## src/rtl/blit_loop_ctl.sv

```systemverilog
// blit_loop_ctl: blitter loop sequencer.
// Walks rows (outer count, held in an external counter that reports outer0)
// and inner steps (icount, owned here), handing one step at a time to the
// inner pixel/phrase engine. Pulses outer_upd at each row end and done once
// at the end of a sequence.
//
// Optional feature: define BLIT_LOOP_ABORT_EN to add an abort input that
// cuts a running sequence short and still signals done once.
//
// Handshake: istep is a level request held for every cycle spent in INNER.
// Each cycle with istep=1 and step_ack=1 consumes exactly one inner step.
// step_ack outside INNER is ignored.
module blit_loop_ctl #(
   parameter int CW = 16
) (
   input  logic          clk,
   input  logic          reset,
   input  logic [31:0]   gpu_din,
   input  logic          cmd_ld,
   input  logic          go,
   input  logic          outer0,
   input  logic          step_ack,
`ifdef BLIT_LOOP_ABORT_EN
   input  logic          abort,
`endif
   output logic          countld,
   output logic          ocntena,
   output logic          istep,
   output logic          outer_upd,
   output logic          busy,
   output logic          done,
   output logic [CW-1:0] icount
);

   typedef enum logic [2:0] {
      IDLE  = 3'd0,
      CHK   = 3'd1,
      INNER = 3'd2,
      OUPD  = 3'd3,
      DONE  = 3'd4
   } state_t;

   state_t        state;
   state_t        state_nxt;
   logic [CW-1:0] icount_nxt;
   logic [CW-1:0] inner_init;
   logic          abort_hit;

   // The outer count half of gpu_din belongs to the outer counter.
   logic unused_outer_bits;
   assign unused_outer_bits = ^gpu_din[31:CW];

   // A load is only honoured in IDLE; the outer counter samples the same
   // gpu_din on the same edge, so both halves stay consistent.
   assign countld = cmd_ld & (state == IDLE);
   assign busy    = (state != IDLE);

`ifdef BLIT_LOOP_ABORT_EN
   // DONE is excluded so that an abort arriving during the done cycle
   // cannot produce a second done pulse.
   assign abort_hit = abort & (state != IDLE) & (state != DONE);
`else
   assign abort_hit = 1'b0;
`endif

   // Next-state and output decode for the loop sequencer.
   always_comb begin
      state_nxt  = state;
      icount_nxt = icount;
      istep      = 1'b0;
      ocntena    = 1'b0;
      outer_upd  = 1'b0;
      done       = 1'b0;
      case (state)
         IDLE: begin
            // go alongside cmd_ld is dropped: outer0 does not yet reflect
            // the new load.
            if (go && !cmd_ld) state_nxt = CHK;
         end
         CHK: begin
            if (outer0) begin
               state_nxt = DONE;
            end else begin
               icount_nxt = inner_init;
               state_nxt  = (inner_init == '0) ? OUPD : INNER;
            end
         end
         INNER: begin
            istep = 1'b1;
            if (step_ack) begin
               icount_nxt = icount - 1'b1;
               if (icount == CW'(1)) state_nxt = OUPD;
            end
         end
         OUPD: begin
            // Only reachable through CHK with outer0=0, so the outer
            // counter is never decremented through zero.
            outer_upd = 1'b1;
            ocntena   = 1'b1;
            state_nxt = CHK;
         end
         DONE: begin
            done      = 1'b1;
            state_nxt = IDLE;
         end
         default: state_nxt = IDLE;
      endcase
      // Abort wins over step_ack and suppresses this cycle's pulses.
      if (abort_hit) begin
         state_nxt  = DONE;
         icount_nxt = icount;
         istep      = 1'b0;
         ocntena    = 1'b0;
         outer_upd  = 1'b0;
      end
   end

   // State, inner counter and inner reload value registers.
   always_ff @(posedge clk) begin
      if (reset) begin
         state      <= IDLE;
         icount     <= '0;
         inner_init <= '0;
      end else begin
         state  <= state_nxt;
         icount <= icount_nxt;
         if (countld) inner_init <= gpu_din[CW-1:0];
      end
   end

endmodule
```

## config.mk

```make
export PLATFORM = sky130hd
export DESIGN_NAME = blit_loop_ctl
export DESIGN_NICKNAME = d
export VERILOG_FILES = /design/src/rtl/blit_loop_ctl.sv
export SDC_FILE = /design/constraint.sdc
export NUM_CORES = 1
export LEC_CHECK = 0
export BUFFER_PORTS_ARGS = -buffer_cell sky130_fd_sc_hd__buf_4
export CORE_ASPECT_RATIO = 1.75
export CORE_UTILIZATION = 45
export CTS_CLUSTER_SIZE = 8
export DETAILED_ROUTE_END_ITERATION = 8
export HOLD_SLACK_MARGIN = 0.15
export PLACE_DENSITY = 0.73
export SLEW_MARGIN = 25
export SYNTH_ARGS = -nofsm -noshare
export SYNTH_HDL_FRONTEND = slang
export SYNTH_SLANG_ARGS = --single-unit
```

## constraint.sdc

```tcl
create_clock -name clk -period 4.9 [get_ports clk]
set_input_delay 0.98 -clock clk [delete_from_list [all_inputs] [get_ports clk]]
set_output_delay 0.98 -clock clk [all_outputs]
set_load 0.005 [all_outputs]
```

==> results of run 1 <==
==> power by group through the flow <==
stage | combinational [mW] | clock, mW | sequential [mW]
floorplan | 0.125 | 0 | 0.327
global placement | 0.163 | 0 | 0.336
detailed placement | 0.165 | 0 | 0.336
CTS | 0.165 | 0.215 | 0.330
global route | 0.186 | 0.227 | 0.334
finish | 0.167 | 0.209 | 0.331
==> cells by family (layout without fill, tap and decap cells) <==
kind of cell / count (synthesis) / count (layout) / share of synthesized area (%)
adder cells (fa/ha/maj): 2 / 2 / 1.29
buffers and inverters: 29 / 62 / 8.82
flip-flops: 35 / 35 / 36.0
AO/OA/AOI/OAI: 74 / 74 / 25.2
AND/OR/NAND/NOR: 99 / 99 / 28.7
==> worst min-delay path, stage by stage (launching register included) <==
cell,delay (ps)
dfxtp_1,320
nand2_1,50
a21oi_1,50
==> per-layer routing <==
metal / GRT usage [%] / share of wire (%) / vias up
li1: - / - / 942
met1: 25.6 / 39 / 898
met2: 39.1 / 52 / 74
met3: 4.42 / 5.5 / 14
met4: 12.5 / 2.7 / 0
met5: 0 / 0 / -
==> worst max path at each step <==
stage,startpoint,endpoint,slack [ps]
6_report,cmd_ld,countld,1910
4_1_cts,cmd_ld,countld,1860
3_3_place_gp,cmd_ld,countld,1870
3_5_place_dp,cmd_ld,countld,1870
5_1_grt,cmd_ld,countld,1750
2_1_floorplan,cmd_ld,countld,2400
==> final cells by class <==
type	instances	area share, %
timing repair buffer	44	14.4
tap	49	2.67
clock buffer	6	3.59
sequential	35	30.5
clock inverter	1	0.218
inverter	11	2.01
multi-input combinational	175	46.7
==> cells in the final DEF, fill, tap and decap left out, types with 3 or more instances in the layout <==
| master | instances |
|---|---|
| buf_4 | 44 |
| nor3b_1 | 4 |
| nand3_1 | 6 |
| o21ai_0 | 8 |
| a21o_1 | 3 |
| nand2_1 | 41 |
| a21oi_1 | 28 |
| clkbuf_8 | 6 |
| inv_1 | 9 |
| nand4_1 | 5 |
| nor4_1 | 6 |
| o211ai_1 | 3 |
| nor2_1 | 11 |
| o21ai_1 | 3 |
| a221oi_1 | 4 |
| nor3_1 | 3 |
| or3_1 | 3 |
| dfxtp_1 | 35 |
| a31oi_1 | 5 |
==> state kept, by name, summed over array words and instances, names as in the netlist <==
name	flops
icount	16
inner_init	16
state	3
==> metrics by stage <==
| step | instance area, sq um | worst slack (ps) | instances |
|---|---|---|---|
| floorplan | 1940 | 2400 | 239 |
| global placement | 2210 | 1870 | 314 |
| detailed placement | 2210 | 1870 | 314 |
| CTS | 2300 | 1860 | 321 |
| global route | 2300 | 1750 | 321 |
| finish | 2300 | 1910 | 321 |
==> results.json, run 1 <==
{
  "antenna_found_initial": 0,
  "synthDistinctLibCells": 54,
  "path_common_cell": "buf_4",
  "root_buffer": "clkbuf_8",
  "rsz0062_at_grt": "false",
  "async_flop_share_pct": 0,
  "ir_worst_vdd_mv": 0.225,
  "yosys.area.top_type": "dfxtp_1",
  "crit_cells": 5,
  "crit-reg2reg-launch": "icount[2]",
  "r2r_setup_slack_ps": 2760,
  "seq_power_share_pct": 46.8,
  "cts_made_buffers": 5,
  "yosysSeqAreaShare_pct": 36.0,
  "status": "finished clean",
  "p_leak_nw": 0.860,
  "drive_gt1_share_pct": 23.5,
  "worstSetupPathType": "in2out",
  "seq_area_sq_um": 701,
  "fin_util_pct": 55.4,
  "syn_area_sq_um": 1940,
  "holdPathStages": 2,
  "post-route-period-util_pct": 61.0,
  "synth_nets": 279,
  "hpwlAfterDp_mm": 3.42,
  "cts_setup_buffers": 0,
  "arrival_ps": 2010,
  "avgSynthCellArea_sq_um": 8.14,
  "synth.most_common_cell": "nand2_1",
  "clock_sinks": 35,
  "end_kind": "output port",
  "cp_slowest_stage_delay_ps": 370,
  "rr_endpoint": "icount[14]",
  "syn_to_final_growth_pct": 18.2,
  "fmax_ghz": 0.335,
  "synth_enable_flop_cells": 0,
  "switching_power_uw": 220,
  "power_density_nw_per_um2": 307,
  "fin_crit_ps": 2990,
  "p_total_uw": 707,
  "path_delay_family": "buffers and inverters",
  "slew_headroom_pct": 45.3,
  "start_util_pct": 46.8,
  "whs_endpoint": "inner_init[7]",
  "htreeDepth": 2,
  "drc": 0,
  "hold_ws_ps": 467,
  "drv_cap": 0,
  "cp.required_ps": 3920,
  "cts_resized": 0,
  "placementRows": 31,
  "tightest_slew_ps": 817,
  "worstRegToRegCells": 4,
  "ctsHoldBuffers": 0,
  "die_area_sq_um": 4600,
  "path_cells": "buf_4 -> nand2_1 -> buf_4 -> clkinv_1 -> buf_4",
  "synth_top_area_share_pct": 36.0,
  "synthFlopType": "dfxtp_1",
  "cell_internal_pwr_uw": 487,
  "fin_worst_skew_ps": 6.59,
  "syn_inst": 239,
  "drv_slew": 0,
  "grt_pass1_wl_mm": 7.89,
  "drtIter0Drc": 60,
  "drtPass1Iterations": 4,
  "num_vias": 1928,
  "finalHoldViolCount": 0,
  "cts.clk_slew.worst_paths_ps": 60,
  "switching_share_pct": 31.1,
  "nNetsFinal": 312,
  "wl_mm": 4.75,
  "grtUsageTotal_pct": 22.7,
  "finalSetupViolCount": 0,
  "coreArea_sq_um": 4150,
  "fp.dieH_microns": 89.0,
  "yosysWarnings": 0,
  "hp-class": "reg2reg",
  "cts_tree": "yes",
  "wire_per_inst_microns": 14.8,
  "crit_buf_inv": 4,
  "diodes": 0,
  "numPortBuffers": 43,
  "final_antenna_net_count": 0,
  "grt_remaining_overflow": 0,
  "vias_per_cell": 6.01,
  "hp-start": "inner_init[7]",
  "grt_max_degree": 36,
  "combPwrFrac_pct": 23.6,
  "ctsLongestPathBuffers": 2,
  "fp.dieW_microns": 51.7,
  "ys_ff_latch": 35,
  "clk-insertion-delay-late_ps": 290,
  "fin_tns_setup_ps": 0,
  "cp_slowest_cell": "clkinv_1",
  "yosys-top-cells-count": "nand2_1 (41), dfxtp_1 (35), a21oi_1 (28)",
  "fill_cells": 425,
  "clkPwrFrac_pct": 29.6,
  "synth_area_leaders": "dfxtp_1 (36%), nand2_1 (7.9%), a21oi_1 (7.2%), buf_6 (3.5%), nor2_1 (2.1%)",
  "multiInputGateArea_sq_um": 1070,
  "cp-start-kind": "primary input",
  "gp_congestion": 0.867,
  "cp_max_fo": 17,
  "io_pins": 60,
  "grt_pass1_vias": 1780
}
Power figures use the tool's default switching activity.
==> run 2, diff against run 1 <==
PLACE_DENSITY = 0.75   (was 0.73)
clock period = 2.5 ns   (was 4.9 ns; I/O delays follow)
==> run 2 against run 1 <==
Compared with the run above: die area did not move; sequential power up 96%; cell count up 1.6%; non-clock buffer count is 4 higher; design area increased by 2.6%; sequential share of layout area decreased by 0.78 points; first-iteration DRC count grew 6.7%; power rose by 110%; global-route usage is 0.90 points higher; hold slack got worse by 17 ps; largest power group unchanged.
==> results.json, run 2 (synthesis results as in run 1) <==
{
  "status": "finished clean",
  "num_vias": 1928,
  "diodes": 0,
  "reg_top3": "icount: 16 flops, inner_init: 16 flops, state: 3 flops",
  "cp_max_fo": 21,
  "mostFrequentLayoutCells": "buf_4 (48), nand2_1 (41), dfxtp_1 (35), a21oi_1 (28), nor2_1 (11)",
  "finalHoldViolCount": 0,
  "cts.clk_slew.worst_paths_ps": 80,
  "rsz0062_at_grt": "false",
  "root_buffer": "clkbuf_8",
  "io_pins": 60,
  "die_area_sq_um": 4600,
  "cp-start-kind": "flip-flop",
  "p_leak_nw": 0.893,
  "final_antenna_net_count": 0,
  "finalSetupViolCount": 0,
  "slew_headroom_pct": 50.6,
  "final_common_cell": "buf_4",
  "cts_resized": 0,
  "worstSetupPathType": "reg2out",
  "clkPwrFrac_pct": 34.6,
  "switching_power_uw": 440,
  "hp-class": "in2reg",
  "post-route-period-util_pct": 88.7,
  "fp.dieW_microns": 51.7,
  "nNetsFinal": 316,
  "drtPass1Iterations": 4,
  "syn_to_final_growth_pct": 21.3,
  "cp_slowest_stage_delay_ps": 560,
  "cell_internal_pwr_mw": 1.07,
  "path_delay_family": "simple AND/OR/NAND/NOR gates",
  "fin_tns_setup_ps": 0,
  "drv_slew": 0,
  "placementRows": 31,
  "grt_remaining_overflow": 0,
  "clk-insertion-delay-late_ps": 290,
  "path_cells": "or3b_4 -> clkinv_4 -> buf_4",
  "ir_worst_vdd_mv": 0.431,
  "combPwrFrac_pct": 22.4,
  "gp_congestion": 0.891,
  "numPortBuffers": 43,
  "wire_per_inst_microns": 14.9,
  "antenna_found_initial": 0,
  "grt_max_degree": 36,
  "power_density_nw_per_um2": 640,
  "fp.dieH_microns": 89.0,
  "crit_buf_inv": 2,
  "seq_power_share_pct": 42.9,
  "htreeDepth": 2,
  "arrival_ps": 1720,
  "drv_cap": 0,
  "end_kind": "output port",
  "wl_mm": 4.86,
  "fin_worst_skew_ps": 10.8,
  "vias_per_cell": 5.91,
  "cts_made_buffers": 5,
  "ctsHoldBuffers": 0,
  "start_util_pct": 46.8,
  "ctsLongestPathBuffers": 2,
  "cts_tree": "yes",
  "cts_setup_buffers": 0,
  "grtUsageTotal_pct": 23.5,
  "grt_pass1_vias": 1788,
  "coreArea_sq_um": 4150,
  "hpwlAfterDp_mm": 3.44,
  "cp.required_ps": 2000,
  "fin_crit_ps": 2220,
  "grt_pass1_wl_mm": 8.18,
  "drc": 0,
  "cp_slowest_cell": "or3b_4",
  "switching_share_pct": 29.1,
  "tightest_slew_ps": 738,
  "hold_ws_ps": 450,
  "drive_gt1_share_pct": 24.9,
  "clock_sinks": 35,
  "drtIter0Drc": 64,
  "fmax_ghz": 0.451
}
[run 2: cell count changes in the layout (fill, tap and decap cells not counted), sizes merged]
| cell | change |
|---|---|
| buf | +4 |
| bufinv | +1 |
[run 2: layer usage]
layer	up-vias	wire length, microns	global-route usage [%]
met5	-	0	0
met4	0	136	14.0
met3	15	231	4.25
met2	67	2490	39.1
met1	892	2000	27.8
li1	954	-	-
[run 2: cell type report]
class | instances | area (sq um)
Clock inverter | 2 | 35.0
Multi-Input combinational cell | 175 | 1070
Tap cell | 49 | 61.3
Sequential cell | 35 | 701
Fill cell | 411 | 1790
Inverter | 11 | 46.3
Clock buffer | 6 | 82.6
Timing Repair Buffer | 48 | 360
[run 2: path summary, 6_finish.rpt]
kind | from | to | slack (ps) | cells after the start
worst max-delay path | state[1] | istep | 280 | 3
worst min-delay path | gpu_din[13] | inner_init[13] | 450 | 3
worst max register to register | state[1] | icount[0] | 450 | 4
worst min register to register | inner_init[2] | inner_init[2] | 470 | 2
[run 2: stage by stage]
stage | instance area, sq um | utilization (%) | setup WS (ps) | power (mW) | std cells
floorplan | 1940 | - | 851 | 0.885 | 239
global placement | 2240 | 54.0 | 523 | 0.990 | 318
detailed placement | 2240 | 54.0 | 502 | 0.996 | 318
CTS | 2360 | 56.8 | 298 | 1.52 | 326
global route | 2360 | 56.8 | 242 | 1.59 | 326
finish | 2360 | 56.8 | 282 | 1.51 | 326
[run 2: worst reg2reg max path, cell delays in order (launching register included)]
cell and delay (ps):
dfxtp_1 530, nor4bb_1 590, nor2_1 360, a211oi_1 360
a211oi_2 80
[run 2: power by group through the flow]
| stage | Combinational, mW | Sequential, mW | Clock [mW] |
|---|---|---|---|
| floorplan | 0.245 | 0.640 | 0 |
| global placement | 0.331 | 0.658 | 0 |
| detailed placement | 0.336 | 0.660 | 0 |
| CTS | 0.337 | 0.647 | 0.534 |
| global route | 0.379 | 0.655 | 0.556 |
| finish | 0.339 | 0.648 | 0.523 |
==> run 3, diff against run 2 <==
CORE_UTILIZATION = 40   (was 45)
CTS_BUF_LIST = sky130_fd_sc_hd__clkbuf_4   (was default)
PLACE_DENSITY = 0.68   (was 0.75)
==> run 3 against run 2 <==
Compared with the run above: global-route usage down 2.5 points; via count is 1.4% lower; critical path depth unchanged; clock skew shrank 1.9 ps; first-iteration DRC count decreased by 9.4%; maximum frequency is 2.0% lower; critical path type unchanged; highest routed layer unchanged.
==> results.json, run 3 (synthesis results as in run 1) <==
{
  "status": "finished clean",
  "fin_crit_ps": 2260,
  "crit_cells": 3,
  "grt_remaining_overflow": 0,
  "whs_endpoint": "inner_init[13]",
  "io_pins": 60,
  "hp-class": "in2reg",
  "htreeDepth": 2,
  "fin_worst_skew_ps": 8.96,
  "coreArea_sq_um": 4670,
  "fp.dieW_microns": 54.7,
  "arrival_ps": 1760,
  "antenna_found_initial": 0,
  "start_util_pct": 41.7,
  "fp.dieH_microns": 94.2,
  "num_vias": 1901,
  "cp.required_ps": 2000,
  "grt_pass1_wl_mm": 7.99,
  "end_kind": "output port",
  "cp_slowest_stage_delay_ps": 560,
  "cp_slowest_cell": "or3b_4",
  "cts_resized": 0,
  "diodes": 0,
  "worstRegToRegCells": 5,
  "rr_endpoint": "icount[12]",
  "finalHoldViolCount": 0,
  "hpwlAfterDp_mm": 3.60,
  "reg_top3": "icount: 16 flops, inner_init: 16 flops, state: 3 flops",
  "grt_pass1_vias": 1705,
  "cts.clk_slew.worst_paths_ps": 110,
  "tightest_slew_ps": 737,
  "cts_setup_buffers": 0,
  "cp-start-kind": "flip-flop",
  "root_buffer": "clkbuf_4",
  "fmax_ghz": 0.442,
  "fill_cells": 497,
  "path_cells": "or3b_4 -> clkinv_4 -> buf_4",
  "cts_made_buffers": 5,
  "syn_to_final_growth_pct": 18.4,
  "p_leak_nw": 0.868,
  "drc": 0,
  "cp_max_fo": 21,
  "path_delay_family": "simple AND/OR/NAND/NOR gates",
  "final_area_sq_um": 2300,
  "mostFrequentLayoutCells": "buf_4 (48), nand2_1 (41), dfxtp_1 (35), a21oi_1 (28), nor2_1 (11)",
  "place_area_sq_um": 2240,
  "finalSetupViolCount": 0,
  "crit_buf_inv": 2,
  "drtIter0Drc": 58,
  "clock_sinks": 35,
  "final_common_cell": "buf_4",
  "drv_slew": 0,
  "rsz0062_at_grt": "false",
  "cts_tree": "yes",
  "hp-start": "gpu_din[13]",
  "nNetsFinal": 316,
  "drive_gt1_share_pct": 24.9,
  "final_antenna_net_count": 0,
  "post-route-period-util_pct": 90.5,
  "ir_worst_vdd_mv": 0.304,
  "fin_util_pct": 49.3,
  "worstSetupPathType": "reg2out",
  "wl_mm": 4.95,
  "clk-insertion-delay-late_ps": 340,
  "ctsLongestPathBuffers": 2,
  "crit-reg2reg-launch": "state[1]",
  "slew_headroom_pct": 50.7,
  "die_area_sq_um": 5150,
  "p_total_mw": 1.30,
  "gp_congestion": 0.834,
  "ctsHoldBuffers": 0,
  "holdPathStages": 3,
  "r2r_setup_slack_ps": 520,
  "placementRows": 33,
  "numPortBuffers": 43,
  "grtUsageTotal_pct": 21.1,
  "power_density_nw_per_um2": 566,
  "grt_max_degree": 36,
  "vias_per_cell": 5.78,
  "wire_per_inst_microns": 15.0,
  "drv_cap": 0,
  "fin_tns_setup_ps": 0,
  "drtPass1Iterations": 4
}
-- run 3: metal layers --
layer / routed length [microns] / share of wire, % / global-route usage [%] / up-vias
met5: 0 / 0 / 0 / -
met4: 136 / 2.7 / 10.0 / 0
met3: 202 / 4.1 / 2.43 / 14
met2: 2570 / 52 / 35.7 / 52
met1: 2040 / 41 / 24.7 / 882
li1: - / - / - / 953
-- run 3: worst max path at each step --
stage,from,end,slack (ps)
after floorplan,state[1],countld,850
after global placement,state[1],icount[12],530
after detailed placement,state[1],icount[12],550
after CTS,state[1],istep,230
after global routing,state[1],istep,150
final,state[1],istep,240
-- run 3: cell type report --
type	count	area, sq um	share of cell area, %
Tap cell	52	65.1	2.83
Sequential cell	35	701	30.4
Clock inverter	1	5.00	0.217
Timing Repair Buffer	48	360	15.7
Clock buffer	7	52.6	2.28
Multi-Input combinational cell	175	1070	46.6
Inverter	11	46.3	2.01
-- run 3: per-stage QoR --
step           worst slack (ps)  hold WS (ps)  std cells
2_1_floorplan               851           444        239
3_3_place_gp                532           455        321
3_5_place_dp                547           459        321
4_1_cts                     227           385        329
5_1_grt                     155           390        329
6_report                    237           394        329
-- run 3: power by group --
part	total, mW	internal [mW]	switching (mW)
logic	0.337	0.151	0.186
clock network	0.318	0.131	0.187
registers	0.647	0.596	0.0512
-- run 3: tightest hold or removal path, stage by stage --
cell	delay (ps)
buf_4	110
nand2_1	40
a21oi_1	50
